## src/rtl/qtu_packet_scheduler.sv

```systemverilog
// Packet-header scheduler for the Q-table update unit: filtered header FIFO,
// issue/wait sequencer with a watchdog, and saturating status counters.
module qtu_packet_scheduler #(
  parameter int         WORD_WIDTH  = 16,
  parameter int         FIFO_DEPTH  = 4,
  parameter logic [7:0] ACCEPT_MASK = 8'b0010_0110,
  parameter int         TIMEOUT     = 255
) (
  input  logic                  clk,
  input  logic                  nrst,
  input  logic                  pkt_valid,
  output logic                  pkt_ready,
  input  logic [WORD_WIDTH-1:0] pkt_source_id,
  input  logic [WORD_WIDTH-1:0] pkt_known_ch,
  input  logic [2:0]            pkt_type,
  output logic                  qtu_en,
  output logic [WORD_WIDTH-1:0] fSourceID,
  output logic [WORD_WIDTH-1:0] fKnownCH,
  output logic [2:0]            fPacketType,
  input  logic                  qtu_done,
  input  logic                  clear_err,
  output logic                  busy,
  output logic                  timeout_err,
  output logic [WORD_WIDTH-1:0] drop_count,
  output logic [WORD_WIDTH-1:0] update_count
);

  localparam int PTR_W = $clog2(FIFO_DEPTH);
  localparam int CNT_W = PTR_W + 1;
  localparam int HDR_W = 2 * WORD_WIDTH + 3;
  localparam int WD_W  = $clog2(TIMEOUT);

  localparam logic [PTR_W-1:0]      PTR_ONE  = PTR_W'(1);
  localparam logic [CNT_W-1:0]      CNT_ONE  = CNT_W'(1);
  localparam logic [CNT_W-1:0]      CNT_ZERO = CNT_W'(0);
  localparam logic [CNT_W-1:0]      CNT_FULL = CNT_W'(FIFO_DEPTH);
  localparam logic [WD_W-1:0]       WD_ONE   = WD_W'(1);
  localparam logic [WD_W-1:0]       WD_ZERO  = WD_W'(0);
  localparam logic [WD_W-1:0]       WD_LAST  = WD_W'(TIMEOUT - 1);
  localparam logic [WORD_WIDTH-1:0] W_ONE    = WORD_WIDTH'(1);
  localparam logic [WORD_WIDTH-1:0] W_MAX    = {WORD_WIDTH{1'b1}};

  typedef enum logic [1:0] {S_IDLE = 2'd0, S_ISSUE = 2'd1, S_WAIT = 2'd2} state_t;

  state_t                  state_q, state_d;
  logic [HDR_W-1:0]        mem_q [FIFO_DEPTH];
  logic [HDR_W-1:0]        mem_d [FIFO_DEPTH];
  logic [PTR_W-1:0]        wr_ptr_q, wr_ptr_d, rd_ptr_q, rd_ptr_d;
  logic [CNT_W-1:0]        count_q, count_d;
  logic [WORD_WIDTH-1:0]   f_id_q, f_id_d, f_ch_q, f_ch_d;
  logic [2:0]              f_ty_q, f_ty_d;
  logic                    qtu_en_q, qtu_en_d;
  logic [WD_W-1:0]         wd_q, wd_d;
  logic                    err_q, err_d;
  logic [WORD_WIDTH-1:0]   drop_q, drop_d, upd_q, upd_d;
  logic                    full_s, push_s, drop_s, pop_s, set_err_s;

  assign full_s       = (count_q == CNT_FULL);
  assign pkt_ready    = !full_s;
  assign busy         = (state_q != S_IDLE) || (count_q != CNT_ZERO);
  assign qtu_en       = qtu_en_q;
  assign fSourceID    = f_id_q;
  assign fKnownCH     = f_ch_q;
  assign fPacketType  = f_ty_q;
  assign timeout_err  = err_q;
  assign drop_count   = drop_q;
  assign update_count = upd_q;

  // Next-state logic: sequencer, FIFO bookkeeping, watchdog and counters.
  always_comb begin
    state_d   = state_q;
    mem_d     = mem_q;
    wr_ptr_d  = wr_ptr_q;
    rd_ptr_d  = rd_ptr_q;
    count_d   = count_q;
    f_id_d    = f_id_q;
    f_ch_d    = f_ch_q;
    f_ty_d    = f_ty_q;
    qtu_en_d  = 1'b0;
    wd_d      = wd_q;
    upd_d     = upd_q;
    drop_d    = drop_q;
    pop_s     = 1'b0;
    set_err_s = 1'b0;
    push_s    = pkt_valid && !full_s && ACCEPT_MASK[pkt_type];
    drop_s    = pkt_valid && !full_s && !ACCEPT_MASK[pkt_type];

    case (state_q)
      S_IDLE: begin
        if (count_q != CNT_ZERO) begin
          {f_id_d, f_ch_d, f_ty_d} = mem_q[rd_ptr_q];
          state_d  = S_ISSUE;
          qtu_en_d = 1'b1;
        end else begin
          state_d = S_IDLE;
        end
      end
      S_ISSUE: begin
        wd_d    = WD_ZERO;
        state_d = S_WAIT;
      end
      S_WAIT: begin
        // Completion beats a watchdog expiry landing in the same cycle.
        if (qtu_done) begin
          pop_s   = 1'b1;
          upd_d   = (upd_q == W_MAX) ? upd_q : upd_q + W_ONE;
          state_d = S_IDLE;
        end else if (wd_q == WD_LAST) begin
          pop_s     = 1'b1;
          set_err_s = 1'b1;
          state_d   = S_IDLE;
        end else begin
          wd_d = wd_q + WD_ONE;
        end
      end
      default: begin
        state_d = S_IDLE;
      end
    endcase

    if (set_err_s) begin
      err_d = 1'b1;
    end else if (clear_err) begin
      err_d = 1'b0;
    end else begin
      err_d = err_q;
    end

    if (push_s) begin
      mem_d[wr_ptr_q] = {pkt_source_id, pkt_known_ch, pkt_type};
      wr_ptr_d        = wr_ptr_q + PTR_ONE;
    end else begin
      wr_ptr_d = wr_ptr_q;
    end
    if (pop_s) begin
      rd_ptr_d = rd_ptr_q + PTR_ONE;
    end else begin
      rd_ptr_d = rd_ptr_q;
    end
    case ({push_s, pop_s})
      2'b10:   count_d = count_q + CNT_ONE;
      2'b01:   count_d = count_q - CNT_ONE;
      default: count_d = count_q;
    endcase

    if (drop_s && (drop_q != W_MAX)) begin
      drop_d = drop_q + W_ONE;
    end else begin
      drop_d = drop_q;
    end
  end

  // State registers with asynchronous active-low reset.
  always_ff @(posedge clk or negedge nrst) begin
    if (!nrst) begin
      state_q  <= S_IDLE;
      for (int i = 0; i < FIFO_DEPTH; i++) mem_q[i] <= {HDR_W{1'b0}};
      wr_ptr_q <= {PTR_W{1'b0}};
      rd_ptr_q <= {PTR_W{1'b0}};
      count_q  <= CNT_ZERO;
      f_id_q   <= {WORD_WIDTH{1'b0}};
      f_ch_q   <= {WORD_WIDTH{1'b0}};
      f_ty_q   <= 3'b000;
      qtu_en_q <= 1'b0;
      wd_q     <= WD_ZERO;
      err_q    <= 1'b0;
      drop_q   <= {WORD_WIDTH{1'b0}};
      upd_q    <= {WORD_WIDTH{1'b0}};
    end else begin
      state_q  <= state_d;
      mem_q    <= mem_d;
      wr_ptr_q <= wr_ptr_d;
      rd_ptr_q <= rd_ptr_d;
      count_q  <= count_d;
      f_id_q   <= f_id_d;
      f_ch_q   <= f_ch_d;
      f_ty_q   <= f_ty_d;
      qtu_en_q <= qtu_en_d;
      wd_q     <= wd_d;
      err_q    <= err_d;
      drop_q   <= drop_d;
      upd_q    <= upd_d;
    end
  end

endmodule
```

## config.mk

```make
export PLATFORM = sky130hd
export DESIGN_NAME = qtu_packet_scheduler
export DESIGN_NICKNAME = d
export VERILOG_FILES = /design/src/rtl/qtu_packet_scheduler.sv
export SDC_FILE = /design/constraint.sdc
export NUM_CORES = 1
export LEC_CHECK = 0
export CAP_MARGIN = 20
export CORE_ASPECT_RATIO = 0.9
export CORE_MARGIN = 2
export CORE_UTILIZATION = 57
export DETAILED_ROUTE_END_ITERATION = 16
export PLACE_DENSITY = 0.76
export SLEW_MARGIN = 20
export SYNTH_ARGS = -nofsm -noshare
export SYNTH_HDL_FRONTEND = slang
export SYNTH_SLANG_ARGS = --single-unit
```

## constraint.sdc

```tcl
create_clock -name clk -period 2.6 [get_ports clk]
set_input_delay 0.39 -clock clk [delete_from_list [all_inputs] [get_ports clk]]
set_output_delay 0.39 -clock clk [all_outputs]
set_load 0.01 [all_outputs]
```

==> results.md <==
- Main synth FF type: dfrtp_1
- Drt pass-1 iters: 4
- Final slew viol count: 0
- Area growth syn-to-layout: 21.61%
- Critical-path cell list: or3b_4 > clkdlybuf4s50_1
- Metal-1 WL: around 9500 um
- Crit-path max cell delay: 510 ps
- Max IR drop VDD: about 0.7 mV
- Post-detail-place hpwl: roughly 14000 um
- Max-cap violations: 0
- Final period utilization: about nine tenths
- Post-detailed-route count of antenna-violating nets: 0
- Mapped Area: 0.01069 mm2
- Ys Warns: 0
- Crit path capture type: primary output
- Worst-Margin Slew: ~670 ps
- Post-synthesis sequential area ratio: a little over half
- Yosys cell types: 54
- Worst slew margin: roughly 55%
- Clock latency on the worst-skew pair: around 500 ps
- Max Clk Rate: between 400 and 500 MHz
- Top-Level Pins: around 110
- Period minus WS final: between 2000 and 2500 ps
- Area after DPL: 0.01221 mm2
- Die ar.: about 0.02 mm2
- Routed WL: 21530 um
- Post-route setup slack: 287.6 ps
- Post_cts resized: 0
- Type of the most critical hold path: input pin to asynchronous set/reset pin
- Outcome: finished, final reports clean
- Final setup vio count: 0
- Crit-path leading delay family: buffers and inverters
- Layout cells sized above 1: 36.91%
- Final Skew: approximately 6.5 ps
- Yosys reg bits: roughly 230
- Cell count after synthesis: around 660
- Fill cells: around 1.2k
- Crit path kind: flip-flop to primary output
- Layout Utilization: a little over two thirds
- Ys async rst share: 100.0%
- Hold buffers post-CTS: 1
- Slowest CP cell: clkdlybuf4s50_1
- Final hold viol count: 0
- Crit path required time: 2210 ps
- Arrival time worst endpoint: roughly 1900 ps
- Port Buffers: 110
- R2r startpoint: wd_q[0]
- Met3 wire length: just over 800 um
- Depth of the CTS H-tree: 1
- CP Launch Type: flip-flop
- Number of nets in the layout: 845
- Core Footprint: 0.01841 mm2
- Largest net degree at the start of global routing: 99
- Clock transition at path regs: ~60 ps
- Met2 WL: ~11000 um
- Initial Util: between 50% and 60%
- Vias in the first global route: 6722
- Syn Nets: approximately 700
- GR Overflow Total: 0
- DRC viols: 0
- Flop-to-flop setup slack: approximately 430 ps
- Placement Rows: 47
- Register area: 0.005658 mm2
- Worst slack, placed: -107.5 ps
- CP Max Fanout: 4
- CP bufs+invs: 1
- Number of flops mapped to enable cells by yosys: 0
- 1st-iter DRT viols: 265
- DIE HEIGHT: between 100 and 150 um
- GPL Wtd Cong: 0.8750
- Initial antenna violation count: 0
- Leakage: 6.117 nW
- Syn avg cell area: 16.30 um2
- Via density: approximately 5.7
- Post-CTS setup buffers: 0
- Finished Cell Area: roughly 0.013 mm2
- Routed len/inst: ~20 um
- P per Cell Area: between 1000 and 1500 mW/mm2
- Hold WS: 339.0 ps
- Top layer reached by signal wires: met4
- DR vias: 6000
- CTS Buf Count: 24
- ANT cells: 0
- CTS tree: yes
- Clock tree buffer depth: 3
- RSZ-0062 raised after global routing: no
- Global-route usage over all layers: a little under a quarter
- Die Width: 148.4 um
- First-pass GRT wire length: ~37000 um
- CTS Sinks: roughly 230
- Critical Path Start: count_q[0]
- Clk root buf: clkbuf_16
- Multi-input logic area: roughly 0.0047 mm2
## state kept, by name, indices dropped and copies added (netlist names)
name,cells
wr_ptr_q,2
fPacketType,3
wd_q,8
count_q,3
drop_count,16
fSourceID,16
fKnownCH,16
update_count,16
mem_q,140
qtu_en,1
state_q,2
rd_ptr_q,2
timeout_err,1
## power by group
part,leakage [nW],switching (W),total (W),internal [W]
clock,0.391,0.00134,0.00336,0.00202
combinational,2.92,0.00191,0.00578,0.00387
sequential,2.80,0.00115,0.00623,0.00509
## logic make-up after synthesis
kind of cell | share of synthesized area (%)
buffers and inverters | 3.627
xor gates and xnor gates | 2.703
adders and majority gates | 1.357
and+or+nand+nor | 6.903
muxes | 30.64
DFF | 52.88
AOI/OAI and AO/OA | 1.884
## layer usage
metal,GRT usage (%),vias to the layer above
met4,4.127,0
li1,-,2684
met1,31.55,3162
met2,39.25,128
met5,0,-
met3,3.878,26
## synth_stat cells (all sizes together) (2+ instances only)
cell	n	share of area (%)
a21o	4	0.28
a21oi	3	0.14
and2	3	0.18
and3	3	0.18
buf	25	3.1
clkbuf	5	0.18
dfrtp	226	53
ha	10	1.2
inv	9	0.32
mux2	181	23
mux4	35	7.4
nand2	16	1.2
nand2b	3	0.25
nand3	18	0.84
nand4	10	0.78
nor2	9	0.34
nor3	16	0.85
nor3b	2	0.14
nor4	12	1.0
o211ai	5	0.35
o21a	2	0.14
o21ai	7	0.33
o31ai	2	0.14
or3	4	0.28
xnor2	6	0.49
xor2	27	2.2
## path summary, 6_finish.rpt
| path | end | depth (start not counted) |
|---|---|---|
| worst max-delay path | pkt_ready | 2 |
| worst min-delay path | fSourceID[3] | 2 |
| worst max register to register | count_q[2] | 10 |
| worst min register to register | fSourceID[0] | 1 |
| max in group asynchronous | wd_q[7] | 3 |
| min in group clk | fSourceID[0] | 1 |
## cell type report
cell class	instances	area share, %
Sequential cell	226	43.51
Multi-Input combinational cell	391	35.76
Timing Repair Buffer	142	12.10
Clock buffer	36	5.590
Tap cell	245	2.357
Clock inverter	6	0.4233
Inverter	9	0.2598
## placed cells by master, fill, tap and decap left out, types with 4 or more instances in the layout
cell	n
nand3_1	18
mux4_2	35
clkbuf_1	5
o211ai_1	5
buf_12	18
nand2_1	12
nand4_1	8
inv_1	9
nand2_8	4
mux2_4	120
nor3_1	15
o21ai_0	6
a21o_1	4
mux2_1	8
buf_4	13
clkdlybuf4s50_1	109
clkbuf_16	25
nor2_1	8
xnor2_1	6
clkbuf_8	6
xor2_1	27
ha_1	10
mux2_2	53
dfrtp_1	224
nor4_1	8
clkinv_2	5
## stage by stage
stage               setup TNS (ps)  power, W  cells
finish                           0   0.01537   1055
global route                     0   0.01624   1055
CTS                              0   0.01553   1055
detailed placement          -130.4   0.01208   1012
global placement            -53.18   0.01173   1012
floorplan                        0   0.01012    656
Power figures use the tool's default switching activity.
